<file path="src/rtl/variable_chooser_if.sv">
// Bus between the MCMC proposal stage and the variable chooser: enable/seed in,
// registered type/index choice out.
interface variable_chooser_if #(
   parameter int unsigned INDEX_WIDTH = 2
) ();
   logic                   in_enable;
   logic [7:0]             in_seed;
   logic                   out_boolean_or_integer;
   logic [INDEX_WIDTH-1:0] out_choosen_index;

   modport master (
      output in_enable,
      output in_seed,
      input  out_boolean_or_integer,
      input  out_choosen_index
   );

   modport slave (
      input  in_enable,
      input  in_seed,
      output out_boolean_or_integer,
      output out_choosen_index
   );
endinterface

</file>
<file path="src/rtl/variable_chooser.sv">
// Pseudo-random variable selector: an 8-bit maximal-length LFSR picks a variable type
// (boolean/integer) and an index reduced modulo that type's variable count.
module variable_chooser #(
   parameter int unsigned NUM_BOOLEAN_VARIABLES = 4,
   parameter int unsigned NUM_INTEGER_VARIABLES = 4,
   parameter int unsigned INDEX_WIDTH           = 2
) (
   input logic               in_clock,
   input logic               in_reset,
   variable_chooser_if.slave bus
);

   localparam int unsigned MaxCount = 1 << INDEX_WIDTH;
   // Zero counts are replaced by 1 only to keep the unused modulo branch well defined.
   localparam int unsigned BoolMod  = (NUM_BOOLEAN_VARIABLES == 0) ? 1 : NUM_BOOLEAN_VARIABLES;
   localparam int unsigned IntMod   = (NUM_INTEGER_VARIABLES == 0) ? 1 : NUM_INTEGER_VARIABLES;

   if (NUM_BOOLEAN_VARIABLES == 0 && NUM_INTEGER_VARIABLES == 0) begin : gen_err_no_vars
      $error("variable_chooser: both variable counts are zero");
   end
   if (NUM_BOOLEAN_VARIABLES > MaxCount || NUM_INTEGER_VARIABLES > MaxCount) begin : gen_err_width
      $error("variable_chooser: a variable count exceeds 2^INDEX_WIDTH");
   end

   logic [7:0]             lfsr_q, lfsr_d;
   logic                   type_q, type_d;
   logic [INDEX_WIDTH-1:0] index_q, index_d;

   logic                   feedback;
   logic [7:0]             lfsr_nxt;
   logic                   sel_type;
   logic [31:0]            low_bits;
   logic [INDEX_WIDTH-1:0] sel_index;

   // Choice is derived from the advanced LFSR value so outputs track lfsr_q after the edge.
   always_comb begin
      feedback = lfsr_q[7] ^ lfsr_q[5] ^ lfsr_q[4] ^ lfsr_q[3];
      lfsr_nxt = {lfsr_q[6:0], feedback};

      if (NUM_BOOLEAN_VARIABLES == 0) begin
         sel_type = 1'b0;
      end else if (NUM_INTEGER_VARIABLES == 0) begin
         sel_type = 1'b1;
      end else begin
         sel_type = lfsr_nxt[7];
      end

      low_bits = {25'd0, lfsr_nxt[6:0]};
      if (sel_type) begin
         sel_index = INDEX_WIDTH'(low_bits % BoolMod);
      end else begin
         sel_index = INDEX_WIDTH'(low_bits % IntMod);
      end
   end

   always_comb begin
      lfsr_d  = lfsr_q;
      type_d  = type_q;
      index_d = index_q;
      if (in_reset) begin
         // A zero seed would lock the LFSR, so it is promoted to 1.
         lfsr_d  = (bus.in_seed == 8'h00) ? 8'h01 : bus.in_seed;
         type_d  = 1'b0;
         index_d = '0;
      end else if (bus.in_enable) begin
         lfsr_d  = lfsr_nxt;
         type_d  = sel_type;
         index_d = sel_index;
      end
   end

   always_ff @(posedge in_clock) begin
      lfsr_q  <= lfsr_d;
      type_q  <= type_d;
      index_q <= index_d;
   end

   assign bus.out_boolean_or_integer = type_q;
   assign bus.out_choosen_index      = index_q;

endmodule

</file>
<file path="src/flat_wrapper.sv">
// flat-port wrapper written by rule: the top's interface ports become plain ports
module variable_chooser_flat 
#(
   parameter int unsigned NUM_BOOLEAN_VARIABLES = 4,
   parameter int unsigned NUM_INTEGER_VARIABLES = 4,
   parameter int unsigned INDEX_WIDTH           = 2
)
  (in_clock, in_reset, bus_in_enable, bus_in_seed, bus_out_boolean_or_integer, bus_out_choosen_index);
  variable_chooser_if #(.INDEX_WIDTH(INDEX_WIDTH)) bus_i ();
  input logic in_clock;
  input logic in_reset;
  input wire logic [$bits(bus_i.in_enable)-1:0] bus_in_enable;
  input wire logic [$bits(bus_i.in_seed)-1:0] bus_in_seed;
  output wire logic [$bits(bus_i.out_boolean_or_integer)-1:0] bus_out_boolean_or_integer;
  output wire logic [$bits(bus_i.out_choosen_index)-1:0] bus_out_choosen_index;
  assign bus_i.in_enable = bus_in_enable;
  assign bus_i.in_seed = bus_in_seed;
  assign bus_out_boolean_or_integer = bus_i.out_boolean_or_integer;
  assign bus_out_choosen_index = bus_i.out_choosen_index;
  variable_chooser #(.NUM_BOOLEAN_VARIABLES(NUM_BOOLEAN_VARIABLES), .NUM_INTEGER_VARIABLES(NUM_INTEGER_VARIABLES), .INDEX_WIDTH(INDEX_WIDTH)) u_core (.in_clock(in_clock), .in_reset(in_reset), .bus(bus_i));
endmodule
</file>
<file path="config.mk">
export PLATFORM = sky130hd
export DESIGN_NAME = variable_chooser_flat
export DESIGN_NICKNAME = d
export VERILOG_FILES = /design/src/rtl/variable_chooser_if.sv /design/src/rtl/variable_chooser.sv /design/src/flat_wrapper.sv
export SDC_FILE = /design/constraint.sdc
export NUM_CORES = 1
export LEC_CHECK = 0
export CORE_AREA = 2 2 39 41
export CTS_CLUSTER_SIZE = 8
export DETAILED_ROUTE_END_ITERATION = 10
export DIE_AREA = 0 0 41 43
export HOLD_SLACK_MARGIN = 0.03
export PLACE_DENSITY = 0.66
export SLEW_MARGIN = 10
export SYNTH_ARGS = -nofsm -noshare
export SYNTH_HDL_FRONTEND = slang
export SYNTH_SLANG_ARGS = --single-unit
export TNS_END_PERCENT = 30
</file>
<file path="constraint.sdc">
create_clock -name in_clock -period 1.35 [get_ports in_clock]
set_input_delay 0.135 -clock in_clock [delete_from_list [all_inputs] [get_ports in_clock]]
set_output_delay 0.135 -clock in_clock [all_outputs]
set_load 0.1 [all_outputs]
</file>
Word level (Yosys, flattened, before mapping)
Index checks and enable logic that the tools add are counted.

Flip-flop bits (word level): 11. Latch bits: 0. Bits in writable memories: 0. Memory bits (read-only): 0. Input port bits: 11. Output and inout port bits: 3. Logic and storage cells: 11. Memories kept: 0.

Add/subtract/negate cells: 0. Multiply operators: 0. Div/mod/pow operators: 0. Order comparisons: 0. Eq/ne operators: 0. Shift operators: 0. Muxes and demuxes: 3. Bitwise operators: 3. Reductions and logical operators: 2.

Operators by type and width (count): $mux W8 (3); $logic_not A8 Y1 (1); $xor A1 B1 Y1 (3); $reduce_bool A2 Y1 (1).

Logic depth before layout (Yosys ltp)
Depth in word-level cells: 5. Depth in mapped cells: 3. Mapped depth without buffers: 3.

Worst setup path before layout
No wires, ideal clock.

Path kind: register to register. From: reg u_core.bus.out_choosen_index[0] (netlist name). To: reg u_core.index_q[0] (netlist: u_core.bus.out_choosen_index[0]). Setup time: 0.080 ns. Arrival: 1.230 ns. Data required time: 1.270 ns. Path slack: 0.040 ns. Cell stages (with the launch flop): 3. Buffers on the path: 0. Clock period less this slack: 1.310 ns. Cells stage by stage: dfxtp_1 > nor2_1 > a211oi_2.

RTL lines: end signal, assigned (line variable_chooser.sv:75) `index_q <= index_d;`; end, declared (line variable_chooser.sv:27) `logic [INDEX_WIDTH-1:0] index_q, index_d;`.

Worst setup path after layout
From: reg u_core.lfsr_q[5]. To: reg u_core.lfsr_q[0], data pin.

Word-level cells in the longest chain between the ends: 5.

RTL lines: start, declared (line variable_chooser.sv:25) `logic [7:0] lfsr_q, lfsr_d;`; start signal, assigned (line variable_chooser.sv:73) `lfsr_q <= lfsr_d;`; $xor A1 B1 Y1 (3 in series) (line variable_chooser.sv:37) `feedback = lfsr_q[7] ^ lfsr_q[5] ^ lfsr_q[4] ^ lfsr_q[3];`; $mux W8 (line variable_chooser.sv:65) `end else if (bus.in_enable) begin`; $mux W8 (line variable_chooser.sv:60) `if (in_reset) begin`; named net u_core.lfsr_d[0] (line variable_chooser.sv:25).

The timed path passes the listed nets, and every way through them passes these cells. The select of a mux whose other input is x is not followed. A chain may end at the register's enable or synchronous reset.

==> results.cfg <==
[status]
status = completed

[placed_design]
io_buffers = 13
dp_cells = 65
place_congestion = 0.754

[cts]
cts-root-buf = clkbuf_4
ctsHoldBuffers = 0
cts_tree = done
post_cts_buffers = 0
clk_latency_ns = 0.26
cts_sinks = 11
cts_buffers = 3
cts_resized = 0
clk_pin_slew_ns = 0.07
cts.htree.levels = 1
clk_path_buf_depth = 2

[timing]
hold_viol = 0
min_period_ns = 1.22
clock_skew_ns = 0.000718
fmax_mhz = 818
min_period_over_period = 0.905
setup_violations = 0
rsz0062_at_grt = no
slew_headroom = 0.806
report.final.slew_viol_count = 0
finalSetupTns_ns = 0
tightest_slew_ns = 0.290

[route]
wire_per_inst_um = 12.2
vias_per_cell = 4.68
dr.first_iter.drc_count = 1
drtAntennaViolNets = 0
drc_errors = 0
via_count = 323
dr.pass1.iters = 4
routed_wl_um = 840

[synth]
yosys_warnings = 0
synth_cell_types = 12
synth_area_per_cell_sq_um = 14.7
netlist_instances = 33
syn-num-nets = 44
ys_seq_area_frac = 0.617
synth-seq-cells = 11
synth_area_sq_um = 487

[die]
die_x_um = 41
coreArea_sq_um = 1380
rows = 14
ioPinCount = 14
die_area_sq_um = 1760
initial_utilization = 0.352
dieHeight_um = 43

[layout]
nFillCells = 128
syn2layout_area_growth_pct = 47.6
fin_nets = 65
stdcell_count = 69
n_antenna_cell = 0
drive_above_1_share = 0.358

[worst_hold_path]
hold_path_class = flip-flop to flip-flop
hp-start = u_core.lfsr_q[6]
whs_path_depth = 2
min_to = u_core.bus.out_boolean_or_integer

[worst_setup_path]
path_buf_inv = 0
crit_fanout = 2
required_ns = 1.35
worstReg2RegEnd = u_core.lfsr_q[0]
cp.arrival_ns = 1.22
worstPathCellList = xnor2_1, xnor2_1, mux2i_1
slowest_stage = edfxtp_1
ff2ff_path_depth = 3
critPathKind = flip-flop to flip-flop
critPathCaptureType = flip-flop
rr_startpoint = u_core.lfsr_q[5]
crit_path_start_kind = flip-flop
crit_family = XOR/XNOR gates
crit_top_cell = xnor2_1
r2r_slack_ns = 0.13
max_stage_delay_ns = 0.41

[power]
leakage_nw = 0.270
p_per_area_nw_per_um2 = 1280
ir_worst_vdd_mv = 0.553

[job]
maxCapViolations = 0

[global_route]
track_usage = 0.127
grt_max_degree = 11
grt_overflow = 0
grt_pass1_vias = 375
antenna_found_initial = 0
grt_pass1_wl_um = 1480
[registers in the layout, indices dropped and copies added, names as in the netlist]
signal,flops
u_core.lfsr_q,8
u_core.bus.out_choosen_index,2
u_core.bus.out_boolean_or_integer,1
[layer usage]
layer / vias up / routed length (um) / global-route usage
li1: 163 / - / -
met2: 9 / 434 / 0.209
met1: 151 / 356 / 0.144
met5: - / 0 / 0
met3: 0 / 49 / 0.0314
met4: 0 / 0 / 0.0600
[metrics by stage]
step                      utilization  worst slack [ns]  power (mW)  instance area [sq um]  hold WS (ns)
after floorplan                     -            0.0400       0.589                    487         0.227
after global placement          0.500          -0.00593       0.709                    692         0.522
after detailed placement        0.500           -0.0228       0.719                    692         0.543
after CTS                       0.519            0.0952       0.936                    718         0.558
after global routing            0.519            0.0452       0.980                    718         0.573
final                           0.519             0.128       0.920                    718         0.551
[power by group]
group | switching [mW] | leakage (nW) | internal [mW] | total, mW
Combinational | 0.133 | 0.148 | 0.133 | 0.267
Clock | 0.100 | 0.0150 | 0.114 | 0.214
Sequential | 0.0260 | 0.106 | 0.414 | 0.440
[Yosys cell counts, drive strengths merged]
| cell | number | share of area |
|---|---|---|
| nor2 | 3 | 0.023 |
| nor3 | 1 | 0.010 |
| nor4 | 1 | 0.013 |
| dfxtp | 3 | 0.12 |
| mux2 | 7 | 0.16 |
| xnor2 | 3 | 0.054 |
| or2 | 1 | 0.013 |
| mux2i | 3 | 0.062 |
| edfxtp | 8 | 0.49 |
| a211oi | 1 | 0.026 |
| a21oi | 1 | 0.010 |
| buf | 1 | 0.010 |
[final cells by class]
cell class	instances	area [sq um]	area share
Clock buffer	4	26.3	0.0366
Multi-Input combinational cell	21	181	0.253
Sequential cell	11	300	0.418
Tap cell	16	20.0	0.0279
Timing Repair Buffer	17	190	0.265
[how the worst max path moves through the flow]
stage                               startpoint                              end  cells after the start
3_5_place_dp                          in_reset                 u_core.lfsr_q[1]                      3
2_1_floorplan  u_core.bus.out_choosen_index[0]  u_core.bus.out_choosen_index[0]                      2
3_3_place_gp                          in_reset                 u_core.lfsr_q[2]                      3
4_1_cts                       u_core.lfsr_q[5]                 u_core.lfsr_q[0]                      3
6_report                      u_core.lfsr_q[5]                 u_core.lfsr_q[0]                      3
5_1_grt                       u_core.lfsr_q[3]                 u_core.lfsr_q[0]                      3
[cell families (layout without fill, tap and decap cells)]
family / Yosys count / in the layout / share of synthesized area
buf+inv: 1 / 21 / 0.0103
mux: 10 / 10 / 0.224
xor+xnor: 3 / 3 / 0.0540
flops: 11 / 11 / 0.617
simple gates: 6 / 6 / 0.0591
compound gates: 2 / 2 / 0.0360
[placed cells by master, fill, tap and decap left out, drive strengths merged]
cell type      count
a21oi              1
clkdlybuf4s50     10
nor2               3
a211oi             1
clkbuf             4
mux2i              3
nor3               1
or2                1
xnor2              3
buf                7
nor4               1
mux2               7
dfxtp              3
edfxtp             8
[tightest hold or removal path, stage by stage, from the launching register on]
cell and delay [ns]:
edfxtp_1 0.34, mux2i_1 0.08, nor2_1 0.09
No activity file was read; power rests on OpenSTA's default activity.
